==> config.mk <==
export PLATFORM = sky130hd
export DESIGN_NAME = date_time_counter_flat
export DESIGN_NICKNAME = d
export VERILOG_FILES = /design/src/rtl/date_time_counter_if.sv /design/src/rtl/date_time_counter.sv /design/src/flat_wrapper.sv
export SDC_FILE = /design/constraint.sdc
export NUM_CORES = 1
export LEC_CHECK = 0
export CORE_AREA = 10 10 112 114
export DETAILED_ROUTE_END_ITERATION = 10
export DIE_AREA = 0 0 122 124
export PLACE_DENSITY = 0.74
export SYNTH_ARGS = -nofsm -noshare
export SYNTH_HDL_FRONTEND = slang
export SYNTH_SLANG_ARGS = --single-unit
==> constraint.sdc <==
create_clock -name clk -period 3 [get_ports clk]
set_input_delay 0.6 -clock clk [delete_from_list [all_inputs] [get_ports clk]]
set_output_delay 0.6 -clock clk [all_outputs]
set_load 0.1 [all_outputs]
==> src/rtl/date_time_counter_if.sv <==
// Calendar clock bundle: BCD date/time fields ([1] tens, [0] ones) plus day of week.
interface if_date_time;
  logic [1:0][3:0] second;
  logic [1:0][3:0] minute;
  logic [1:0][3:0] hour;
  logic [1:0][3:0] day;
  logic [1:0][3:0] month;
  logic [1:0][3:0] year;
  logic [2:0]      day_of_week;

  modport producer (output second, minute, hour, day, month, year, day_of_week);
  modport consumer (input  second, minute, hour, day, month, year, day_of_week);
endinterface

==> src/rtl/date_time_counter.sv <==
// BCD date/time counter for the 2000-2099 century, set from DCF77 telegrams,
// with a holdover window after which the time is reported as no longer synced.
module date_time_counter #(
  parameter int HOLDOVER_MIN = 1440
) (
  input  logic            clk,
  input  logic            reset_n,
  input  logic            tick_1hz,
  input  logic            load,
  input  logic [1:0][3:0] ld_minute,
  input  logic [1:0][3:0] ld_hour,
  input  logic [1:0][3:0] ld_day,
  input  logic [1:0][3:0] ld_month,
  input  logic [1:0][3:0] ld_year,
  input  logic [2:0]      ld_day_of_week,
  if_date_time.producer   clock,
  output logic            synced,
  output logic            load_err
);

  localparam logic [10:0] HOLD_LIM = 11'(HOLDOVER_MIN);

  function automatic logic [7:0] bcd_inc(input logic [7:0] v);
    logic [7:0] r;
    if (v[3:0] == 4'd9) r = {v[7:4] + 4'd1, 4'd0};
    else                r = {v[7:4], v[3:0] + 4'd1};
    return r;
  endfunction

  function automatic logic is_leap(input logic [7:0] y);
    logic r;
    if (!y[4]) r = (y[3:0] == 4'd0) || (y[3:0] == 4'd4) || (y[3:0] == 4'd8);
    else       r = (y[3:0] == 4'd2) || (y[3:0] == 4'd6);
    return r;
  endfunction

  function automatic logic [7:0] days_in_month(input logic [7:0] m, input logic [7:0] y);
    logic [7:0] r;
    case (m)
      8'h04, 8'h06, 8'h09, 8'h11: r = 8'h30;
      8'h02:                      r = is_leap(y) ? 8'h29 : 8'h28;
      default:                    r = 8'h31;
    endcase
    return r;
  endfunction

  function automatic logic digits_ok(input logic [7:0] v);
    return (v[7:4] <= 4'd9) && (v[3:0] <= 4'd9);
  endfunction

  logic [7:0]  sec_r, min_r, hour_r, day_r, mon_r, year_r;
  logic [2:0]  dow_r;
  logic [10:0] hold_r;
  logic        synced_r, load_err_r;

  logic min_carry_s, hour_carry_s, day_carry_s, mon_carry_s, year_carry_s;
  logic ld_fields_ok_s, accept_s, reject_s;

  // Whole carry chain resolves combinationally so every field updates on the same edge.
  assign min_carry_s  = tick_1hz     && (sec_r  == 8'h59);
  assign hour_carry_s = min_carry_s  && (min_r  == 8'h59);
  assign day_carry_s  = hour_carry_s && (hour_r == 8'h23);
  assign mon_carry_s  = day_carry_s  && (day_r  >= days_in_month(mon_r, year_r));
  assign year_carry_s = mon_carry_s  && (mon_r  == 8'h12);

  assign ld_fields_ok_s = digits_ok(ld_minute) && digits_ok(ld_hour) && digits_ok(ld_day)
                       && digits_ok(ld_month) && digits_ok(ld_year)
                       && (ld_minute <= 8'h59) && (ld_hour <= 8'h23)
                       && (ld_month >= 8'h01) && (ld_month <= 8'h12)
                       && (ld_day >= 8'h01) && (ld_day <= days_in_month(ld_month, ld_year))
                       && (ld_day_of_week != 3'd0);
  assign accept_s = load && ld_fields_ok_s;
  assign reject_s = load && !ld_fields_ok_s;

  // Time/date registers, holdover tracking and load error strobe.
  always_ff @(posedge clk or negedge reset_n) begin
    if (!reset_n) begin
      sec_r      <= 8'h00;
      min_r      <= 8'h00;
      hour_r     <= 8'h00;
      day_r      <= 8'h01;
      mon_r      <= 8'h01;
      year_r     <= 8'h00;
      dow_r      <= 3'd0;
      hold_r     <= 11'd0;
      synced_r   <= 1'b0;
      load_err_r <= 1'b0;
    end else begin
      load_err_r <= reject_s;
      if (accept_s) begin
        sec_r    <= 8'h00;
        min_r    <= ld_minute;
        hour_r   <= ld_hour;
        day_r    <= ld_day;
        mon_r    <= ld_month;
        year_r   <= ld_year;
        dow_r    <= ld_day_of_week;
        hold_r   <= 11'd0;
        synced_r <= 1'b1;
      end else begin
        if (tick_1hz)     sec_r  <= (sec_r  == 8'h59) ? 8'h00 : bcd_inc(sec_r);
        if (min_carry_s)  min_r  <= (min_r  == 8'h59) ? 8'h00 : bcd_inc(min_r);
        if (hour_carry_s) hour_r <= (hour_r == 8'h23) ? 8'h00 : bcd_inc(hour_r);
        if (day_carry_s)  day_r  <= mon_carry_s ? 8'h01 : bcd_inc(day_r);
        if (mon_carry_s)  mon_r  <= (mon_r  == 8'h12) ? 8'h01 : bcd_inc(mon_r);
        if (year_carry_s) year_r <= (year_r == 8'h99) ? 8'h00 : bcd_inc(year_r);
        // An unknown weekday (0) is kept as unknown.
        if (day_carry_s && (dow_r != 3'd0)) dow_r <= (dow_r == 3'd7) ? 3'd1 : dow_r + 3'd1;
        if (min_carry_s && (hold_r != 11'h7FF)) hold_r <= hold_r + 11'd1;
        if (hold_r >= HOLD_LIM) synced_r <= 1'b0;
      end
    end
  end

  assign clock.second      = sec_r;
  assign clock.minute      = min_r;
  assign clock.hour        = hour_r;
  assign clock.day         = day_r;
  assign clock.month       = mon_r;
  assign clock.year        = year_r;
  assign clock.day_of_week = dow_r;
  assign synced            = synced_r;
  assign load_err          = load_err_r;

endmodule

==> src/flat_wrapper.sv <==
// flat-port wrapper written by rule: the top's interface ports become plain ports
module date_time_counter_flat 
#(
  parameter int HOLDOVER_MIN = 1440
)
  (clk, reset_n, tick_1hz, load, ld_minute, ld_hour, ld_day, ld_month, ld_year, ld_day_of_week, synced, load_err, clock_second, clock_minute, clock_hour, clock_day, clock_month, clock_year, clock_day_of_week);
  if_date_time clock_i ();
  input  logic clk;
  input  logic reset_n;
  input  logic tick_1hz;
  input  logic load;
  input  logic [1:0][3:0] ld_minute;
  input  logic [1:0][3:0] ld_hour;
  input  logic [1:0][3:0] ld_day;
  input  logic [1:0][3:0] ld_month;
  input  logic [1:0][3:0] ld_year;
  input  logic [2:0] ld_day_of_week;
  output logic synced;
  output logic load_err;
  output wire logic [$bits(clock_i.second)-1:0] clock_second;
  output wire logic [$bits(clock_i.minute)-1:0] clock_minute;
  output wire logic [$bits(clock_i.hour)-1:0] clock_hour;
  output wire logic [$bits(clock_i.day)-1:0] clock_day;
  output wire logic [$bits(clock_i.month)-1:0] clock_month;
  output wire logic [$bits(clock_i.year)-1:0] clock_year;
  output wire logic [$bits(clock_i.day_of_week)-1:0] clock_day_of_week;
  assign clock_second = clock_i.second;
  assign clock_minute = clock_i.minute;
  assign clock_hour = clock_i.hour;
  assign clock_day = clock_i.day;
  assign clock_month = clock_i.month;
  assign clock_year = clock_i.year;
  assign clock_day_of_week = clock_i.day_of_week;
  date_time_counter #(.HOLDOVER_MIN(HOLDOVER_MIN)) u_core (.clk(clk), .reset_n(reset_n), .tick_1hz(tick_1hz), .load(load), .ld_minute(ld_minute), .ld_hour(ld_hour), .ld_day(ld_day), .ld_month(ld_month), .ld_year(ld_year), .ld_day_of_week(ld_day_of_week), .clock(clock_i), .synced(synced), .load_err(load_err));
endmodule
## Word-level counts from Yosys, hierarchy flattened

Index checks and enable logic that the tools add are counted.

| operators by class | value |
|---|---|
| add/sub/neg operators | 14 |
| $lt $le $gt $ge | 18 |
| equal/unequal tests | 31 |
| multiplexer cells | 39 |
| reduce and logical (&&, ||, !) cells | 59 |

Operators with widths:

| operator | number |
|---|---|
| 2-to-1 mux 8 bit | 24 |
| adder 4 x 1 -> 4 bit (second input constant) | 12 |
| less-or-equal comparator 4 bit (second input constant) | 10 |
| equality test 4 bit (second input constant) | 8 |
| equality test 8 x 3 -> 1 bit (second input constant) | 4 |
| case mux 8 bit (2 select lines) | 2 |
| logical AND 1 bit | 25 |
| equality test 8 x 5 -> 1 bit (second input constant) | 3 |
| nonzero test 3 bit | 8 |
| 2-to-1 mux 11 bit | 2 |
| nonzero test 2 bit | 9 |
| equality test 4 x 3 -> 1 bit (second input constant) | 4 |
| equality test 8 x 2 -> 1 bit (second input constant) | 2 |
| equality test 8 x 4 -> 1 bit (second input constant) | 2 |
| equality test 8 x 7 -> 1 bit (second input constant) | 2 |
| >= comparator 8 x 1 -> 1 bit (second input constant) | 2 |
| AND reduction 2 bit | 6 |
| adder 11 x 1 -> 11 bit (second input constant) | 1 |
| >= comparator 11 bit (second input constant) | 1 |
| inequality test 11 bit (second input constant) | 1 |
| 2-to-1 mux 3 bit | 3 |
| equality test 4 x 2 -> 1 bit (second input constant) | 2 |
| equality test 8 x 6 -> 1 bit (second input constant) | 1 |
| equality test 8 bit (second input constant) | 1 |
| other kinds (12) | 26 |

| storage, ports and cells | value |
|---|---|
| register bits | 64 |
| input bits | 47 |
| output and inout bits | 53 |

## Longest topological paths before layout

Gate-level depths: netlist of the first run.

| logic depth | value |
|---|---|
| depth after elaboration | 16 |
| mapped depth | 14 |
| gate-level depth less buffers | 11 |

## Worst setup path after synthesis of the first run

No wires, ideal clock.

| timing path | value |
|---|---|
| kind | register to register |
| start point | reg u_core.mon_r[4] (netlist: u_core.clock.month[4]) |
| end point | reg u_core.year_r[1] (netlist: u_core.clock.year[1]) |
| library setup time | 0.125 ns |
| arrival | 3.485 ns |
| data required time | 2.875 ns |
| slack | -0.609 ns |
| stages on the path, launching flop included | 11 |
| buffers on the path | 0 |
| cells stage by stage | dfrtp_1 -> ha_1 -> mux2_2 -> a32oi_1 -> o32a_1 -> ha_1 -> nor4b_1 -> o22a_1 -> a2111oi_0 -> mux2_2 -> mux2_2 |

| between the ends | value |
|---|---|
| cells in the longest elaborated chain, start to end | 7 |
| elaborated cells on any way between the ends | 12 |
| those cells by class | order compare (1); eq/ne (6); mux (1); reduce/logical (4) |

RTL lines:

| what | line | text |
|---|---|---|
| start: declaration | date_time_counter.sv:51 | `logic [7:0] sec_r, min_r, hour_r, day_r, mon_r, year_r;` |
| start signal: assignment | date_time_counter.sv:95 | `mon_r <= ld_month;` |
| start signal: assignment | date_time_counter.sv:105 | `if (mon_carry_s) mon_r <= (mon_r == 8'h12) ? 8'h01 : bcd_inc(mon_r);` |
| equality test 8 x 3 -> 1 bit, or another cell as far along | date_time_counter.sv:39 | `case (m)` |
| OR reduction 4 bit | date_time_counter.sv:39 |  |
| case mux 8 bit (2 select lines) | date_time_counter.sv:39 |  |
| >= comparator 8 bit | date_time_counter.sv:63 | `assign mon_carry_s = day_carry_s && (day_r >= days_in_month(mon_r, year_r));` |
| logical AND 1 bit | date_time_counter.sv:63 |  |
| logical AND 1 bit * | date_time_counter.sv:64 | `assign year_carry_s = mon_carry_s && (mon_r == 8'h12);` |
| nonzero test 2 bit (no line) * | -- |  |
| end signal: assignment | date_time_counter.sv:96 | `year_r <= ld_year;` |
| end signal: assignment | date_time_counter.sv:106 | `if (year_carry_s) year_r <= (year_r == 8'h99) ? 8'h00 : bcd_inc(year_r);` |
| end: declaration | date_time_counter.sv:51 |  |

Mark *: on every way between the ends. The rest lies on a longest branch, timed or not.
A chain may end at the register's enable or synchronous reset.

## Final worst setup path of the first run

Same ends and word-level chain as after synthesis.

==> run_results.csv, run 1 <==
group,metric,value,unit
cells_and_area,final_util,61.9,%
global_route,grt_use_total,19.5,%
yosys,ys.flop_type,"dfrtp_1",
setup_path,worst-endpoint-required,3.24,ns
drt,vias_per_cell,5.83,
floorplanning,die_area,15100,um2
setup_path,r2r_setup_slack,-0.01,ns
setup_path,arrival,3.25,ns
clock_network,htreeDepth,3,
setup_path,start_kind,"flop",
floorplanning,boundaryPins,100,
yosys,netlist.area_leader.share,34.0,%
clock_network,cts_tree,"done",
pwr,power.leakage,2.79,nW
drt,wl,14900,um
placed_design,hpwl,11200,um
placed_design,port_buffers,99,
drt,drcViolationCount,0,
global_route,antenna_found_initial,0,
yosys,synth_area_leaders,"dfrtp_1, ha_1, o21ai_0",
timing,setup_viol,1,
cells_and_area,nets,732,
clock_network,clk_path_buf_depth,2,
floorplanning,die_h,124,um
yosys,syn-instance-count,506,
timing,setup_ws,-0.0104,ns
floorplanning,start_util,44.6,%
cells_and_area,fin_area,6330,um2
cells_and_area,drive_gt1_share,31.0,%
timing,period_minus_slack,3.01,ns
global_route,grt_start_max_net_pins,46,
setup_path,cpPeakStageDelay,0.52,ns
setup_path,slowest_stage,"dfrtp_4",
global_route,overflow,0,
run,drv_cap,0,
hold_path,min_path_type,"input pin to asynchronous set/reset pin",
clock_network,cts_sinks,64,
yosys,syn_area,4570,um2
clock_network,clk_pin_slew,0.08,ns
clock_network,root_buffer,"clkbuf_8",
placed_design,placedCellCount,776,
timing,clock.fmax,332,MHz
drt,drtAntennaViolNets,0,
clock_network,clock_latency,0.36,ns
floorplanning,core,10200,um2
floorplanning,rows,37,
yosys,synth_top_cell_by_area,"dfrtp_1",
pwr,peakVddDrop,0.754,mV
yosys,synth_nets,584,
global_route,first_global_vias,4701,
setup_path,crit_chain,"inv_4 -> ha_4 -> mux2_4 -> a32oi_2 -> o32a_1 -> ha_1 -> nor4b_2 -> o22a_2 -> a2111oi_4 -> mux2_4 -> mux2_4",
drt,wire_per_inst,18.7,um
pwr,power.density,372,nW/um2
yosys,synth_edf_count,0,
timing,rsz0062_at_grt,"yes",
setup_path,crit_fanout,5,
timing,slew_headroom,29.9,%
yosys,synth_area_per_cell,9.02,um2
placed_design,gp_congestion,0.909,
setup_path,critPathKind,"flop to flop",
yosys,synthArstFlopShare,100,%
yosys,seq_area_frac_synth,35.1,%
floorplanning,fp.dieW,122,um
timing,timing.final.crit_share,100,%
status,violations,"negative setup slack",
timing,skew,0.00875,ns
timing,worst_pin_slew,1.05,ns
cells_and_area,diodes,0,
cells_and_area,post_layout_nonfiller_instances,795,
drt,dr.pass1.iters,5,
yosys,synth.distinct_cells,65,
placed_design,post_dp_cell_area,5970,um2
setup_path,path_common_cell,"mux2_4",
global_route,grt_first_pass_wirelength,23800,um
setup_path,endpoint_kind,"flop",
clock_network,cts_buffers,9,
status,status,"finished, violations left",
drt,vias,4636,
timing,drv_slew,0,
yosys,yosys_warnings,0,
yosys,ys_ff_latch,64,
timing,hold_viol,0,
cells_and_area,fillers,869,
drt,first_iter_violations,364,
cells_and_area,area_growth,38.7,%
state kept, by name (all words and copies together) (netlist names):
name	count
u_core.clock.minute	8
u_core.clock.month	8
u_core.clock.day	8
u_core.synced	1
u_core.clock.hour	8
u_core.hold_r	11
u_core.clock.second	8
u_core.clock.year	8
u_core.clock.day_of_week	3
u_core.load_err	1
cell type report:
type	instances	area [um2]	share of cell area, %
clock buffers	10	138	2.17
clock inverters	6	43.8	0.691
inverters	28	110	1.74
multi-input cells	393	2920	46.0
flip-flops and latches	64	1630	25.7
well taps	136	170	2.69
repair buffers	158	1330	20.9
final timing paths:
path,from,to,depth (start not counted)
worst min register to register,u_core.hold_r[10],u_core.hold_r[10],2
worst max register to register,u_core.clock.month[4],u_core.clock.year[1],11
worst min-delay path,reset_n,u_core.clock.month[6],1
max in group asynchronous,reset_n,u_core.hold_r[7],2
min in group clk,ld_month[0],u_core.clock.month[0],2
worst max-delay path,u_core.clock.month[4],u_core.clock.year[1],11
cells in the final DEF, fill, tap and decap left out, types with 4 or more instances in the layout:
cell type,Yosys,final
a31oi_1,19,18
nand2b_1,4,4
mux2i_1,6,6
ha_1,31,28
or3_1,6,5
nand3_1,26,26
xnor2_1,10,10
dfrtp_2,0,8
buf_6,3,5
a21oi_1,30,29
nor4_1,19,19
mux2_2,10,7
o21ai_0,37,34
clkbuf_8,0,10
o31ai_1,8,8
buf_4,0,105
nand4_1,15,15
inv_1,28,26
nor3_1,16,13
clkbuf_2,0,5
and3_1,7,6
nor2_1,36,35
mux2_4,9,12
clkinvlp_4,0,4
dfrtp_1,62,51
clkdlybuf4s50_1,0,33
or4_1,4,4
nand3b_1,10,10
and3b_1,5,5
nand2_1,30,30
cells by family (layout without fill, tap and decap cells):
family,count (synthesis),after routing,synth area share (%)
fa+ha+maj,31,31,8.50
flops,64,64,35.1
buf+inv,49,202,5.02
mux,25,25,6.74
compound gates,120,120,16.5
xor+xnor,11,11,2.11
simple gates,206,206,26.0
repair_timing:
| action | CTS | global route |
|---|---|---|
| buffers inserted | 1 | 2 |
| setup endpoints to repair | 63 | 62 |
| cloned | 2 | 0 |
| hold buffers | 0 | 0 |
| gates resized for setup | 36 | 37 |
| pin swaps | 12 | 19 |
metal layers:
metal / part of all wire [%] / vias to the layer above / global-route usage [%] / routed length, um
met5: 0 / - / 0 / 0
met2: 50 / 176 / 33.4 / 7370
met1: 40 / 2222 / 23.0 / 5940
li1: - / 2201 / - / -
met3: 7.6 / 37 / 4.75 / 1130
met4: 2.9 / 0 / 7.68 / 428
worst max-delay path, delay by kind of cell, from the launching register on:
kind / cells / cell delay (ns)
muxes: 3 / 0.74
buffers and inverters: 1 / 0.08
AOI/OAI and AO/OA: 4 / 0.82
adders and majority gates: 2 / 0.43
DFF: 1 / 0.52
and+or+nand+nor: 1 / 0.32
synth_stat cells (all sizes together) (11+ instances only):
| cell type | number |
|---|---|
| dfrtp | 62 |
| buf | 11 |
| mux2 | 19 |
| nand3 | 26 |
| ha | 31 |
| nor4 | 22 |
| nand2 | 30 |
| o21ai | 37 |
| nor2 | 36 |
| a31oi | 19 |
| a21oi | 30 |
| inv | 28 |
| nor3 | 17 |
| nand4 | 15 |
metrics by stage:
stage                     total power, mW  setup slack [ns]  setup TNS [ns]  hold slack (ns)
final                                2.36           -0.0104         -0.0104            0.431
after global routing                 2.48           -0.0939          -0.114            0.484
after detailed placement             1.68            -0.638          -35.11            0.517
after floorplan                      1.44           -0.0138         -0.0138            0.304
after global placement               1.66            -0.649          -34.65            0.511
after CTS                            2.37            0.0210               0            0.457
report_power, final:
part | leakage (nW) | switching (mW) | total (mW) | internal (mW)
registers | 0.827 | 0.0705 | 0.975 | 0.904
logic | 1.88 | 0.484 | 0.688 | 0.205
clock network | 0.0809 | 0.372 | 0.695 | 0.323
total | 2.79 | 0.926 | 2.36 | 1.43
Power figures use the tool's default switching activity.
==> run 2, diff against run 1 <==
--- a/config.mk
+++ b/config.mk
@@ -5,10 +5,11 @@
 export SDC_FILE = /design/constraint.sdc
 export NUM_CORES = 1
 export LEC_CHECK = 0
+export CAP_MARGIN = 0
 export CORE_AREA = 10 10 112 114
 export DETAILED_ROUTE_END_ITERATION = 10
 export DIE_AREA = 0 0 122 124
-export PLACE_DENSITY = 0.74
+export PLACE_DENSITY_LB_ADDON = 0.08
 export SYNTH_ARGS = -nofsm -noshare
 export SYNTH_HDL_FRONTEND = slang
 export SYNTH_SLANG_ARGS = --single-unit
==> run 2 against run 1 <==
The flow still finishes with violations (negative setup slack). Sequential share of layout area shrank 0.50 points. Fmax shrank 0.19%. Core utilization rose by 1.2 points. Via count shrank 0.41%. Sequential cell count is the same. Largest cell class unchanged. Final area up 2.0%. Count of clock-buffer cells in the layout down 1. Hold slack lost 0.11 ns. Clock power increased by 33%.
==> run_results.csv, run 2 (synthesis gave the netlist of run 1 again) <==
group,metric,value,unit
timing,timing.final.crit_share,101,%
drt,drcViolationCount,0,
global_route,grt_start_max_net_pins,36,
placed_design,gp_congestion,0.880,
status,violations,"negative setup slack",
floorplanning,die_area,15100,um2
hold_path,min_path_type,"input pin to asynchronous set/reset pin",
cells_and_area,final_util,63.1,%
cells_and_area,final_common_cell,"buf_4",
global_route,overflow,0,
drt,wl,14600,um
timing,period_minus_slack,3.02,ns
floorplanning,boundaryPins,100,
clock_network,clk_path_buf_depth,2,
timing,slew_headroom,50.1,%
drt,vias,4617,
drt,dr.pass1.iters,5,
setup_path,arrival,3.24,ns
setup_path,worst-endpoint-required,3.23,ns
placed_design,port_buffers,99,
cells_and_area,area_growth,41.5,%
placed_design,post_dp_cell_area,5990,um2
cells_and_area,diodes,0,
pwr,power.density,400,nW/um2
run,drv_cap,0,
placed_design,hpwl,11300,um
drt,first_iter_violations,230,
timing,skew,0.00852,ns
clock_network,cts_tree,"done",
clock_network,clk_pin_slew,0.08,ns
setup_path,crit_fanout,5,
setup_path,cpPeakStageDelay,0.65,ns
clock_network,root_buffer,"clkbuf_8",
status,status,"finished, violations left",
pwr,peakVddDrop,0.353,mV
timing,hold_viol,0,
timing,clock.fmax,332,MHz
pwr,fin_total_pwr,2.59,mW
cells_and_area,largest_reg_flops,11,
setup_path,slowest_stage,"dfstp_4",
timing,rsz0062_at_grt,"yes",
cells_and_area,fin_area,6460,um2
pwr,power.leakage,2.84,nW
timing,worst_pin_slew,0.749,ns
timing,setup_ws,-0.0162,ns
timing,drv_slew,0,
clock_network,clock_latency,0.34,ns
cells_and_area,fillers,872,
drt,drtAntennaViolNets,0,
global_route,first_global_vias,4577,
cells_and_area,mostFrequentLayoutCells,"buf_4, dfrtp_1, nor2_1, o21ai_0, clkdlybuf4s50_1",
setup_path,crit_chain,"nor3b_4 -> a32oi_1 -> o32a_1 -> ha_4 -> nor4b_4 -> o22a_2 -> a2111oi_4 -> mux2_4 -> mux2_4",
setup_path,endpoint_kind,"flop",
timing,tns,-0.0162,ns
clock_network,cts_sinks,64,
cells_and_area,drive_gt1_share,30.5,%
floorplanning,core,10200,um2
floorplanning,start_util,44.6,%
drt,wire_per_inst,18.3,um
clock_network,cts_buffers,9,
global_route,grt_use_total,19.0,%
clock_network,htreeDepth,3,
global_route,antenna_found_initial,0,
drt,vias_per_cell,5.79,
global_route,grt_first_pass_wirelength,23300,um
setup_path,critPathKind,"flop to flop",
cells_and_area,nets,735,
setup_path,start_kind,"flop",
floorplanning,die_h,124,um
clock_network,hold_buffers,0,
timing,setup_viol,1,
cells_and_area,top_register,"u_core.hold_r",
floorplanning,fp.dieW,122,um
floorplanning,rows,37,
setup_path,path_common_cell,"mux2_4",
run 2: cell types whose count changed in the layout (fill, tap and decap cells not counted), moves of 2 or more:
cell	delta
buf_4	+3
bufinv_16	+3
buf_12	+4
clkbuf_2	-5
dlygate4sd2_1	+6
buf_6	-4
clkinvlp_4	-2
run 2: layer usage:
| layer | up-vias | wire length, um | global-route usage [%] |
|---|---|---|---|
| li1 | 2219 | - | - |
| met1 | 2259 | 6460 | 24.2 |
| met2 | 127 | 7000 | 31.8 |
| met3 | 12 | 978 | 4.80 |
| met4 | 0 | 168 | 3.73 |
| met5 | - | 0 | 0 |
run 2: area by class of cell:
cell class | count | area (um2) | share of cell area [%]
repair buffers | 161 | 1390 | 21.4
clock buffers | 9 | 124 | 1.92
multi-input cells | 393 | 2920 | 45.2
well taps | 136 | 170 | 2.63
clock inverters | 7 | 119 | 1.84
inverters | 28 | 110 | 1.70
flip-flops and latches | 64 | 1630 | 25.2
run 2: worst paths after layout:
path,cells past startpoint,startpoint,slack [ns],end
max in group asynchronous,2,reset_n,2.03,u_core.clock.year[4]
worst min register to register,2,u_core.synced,0.53,u_core.synced
worst max register to register,9,u_core.clock.month[0],-0.02,u_core.clock.year[1]
worst max-delay path,9,u_core.clock.month[0],-0.02,u_core.clock.year[1]
worst min-delay path,1,reset_n,0.32,u_core.clock.month[7]
min in group clk,2,u_core.synced,0.53,u_core.synced
run 2: what timing repair did:
| action | 4_1_cts | 5_1_grt |
|---|---|---|
| cloned | 1 | 0 |
| resized for setup | 37 | 21 |
| endpoints found under the setup margin | 64 | 36 |
| setup buffers | 3 | 1 |
| pin swaps | 10 | 15 |
run 2: per-stage QoR:
step	hold WS, ns	setup slack (ns)	std cells
2_1_floorplan	0.304	-0.0138	506
3_3_place_gp	0.513	-0.696	777
3_5_place_dp	0.514	-0.753	777
4_1_cts	0.333	0.0159	797
5_1_grt	0.355	-0.132	798
6_report	0.317	-0.0162	798
run 2: critical path: cells and delay by family, from the launching register on:
kind            cells  cell delay, ns
flops               1            0.65
mux                 2            0.58
compound gates      4            1.14
simple gates        2            0.24
fa+ha+maj           1            0.29
run 2: power by group:
| part | total, mW | switching (mW) | leakage (nW) | internal, mW |
|---|---|---|---|---|
| logic | 0.688 | 0.485 | 1.90 | 0.203 |
| registers | 0.971 | 0.0670 | 0.827 | 0.904 |
| clock network | 0.927 | 0.374 | 0.116 | 0.553 |
| total | 2.59 | 0.926 | 2.84 | 1.66 |
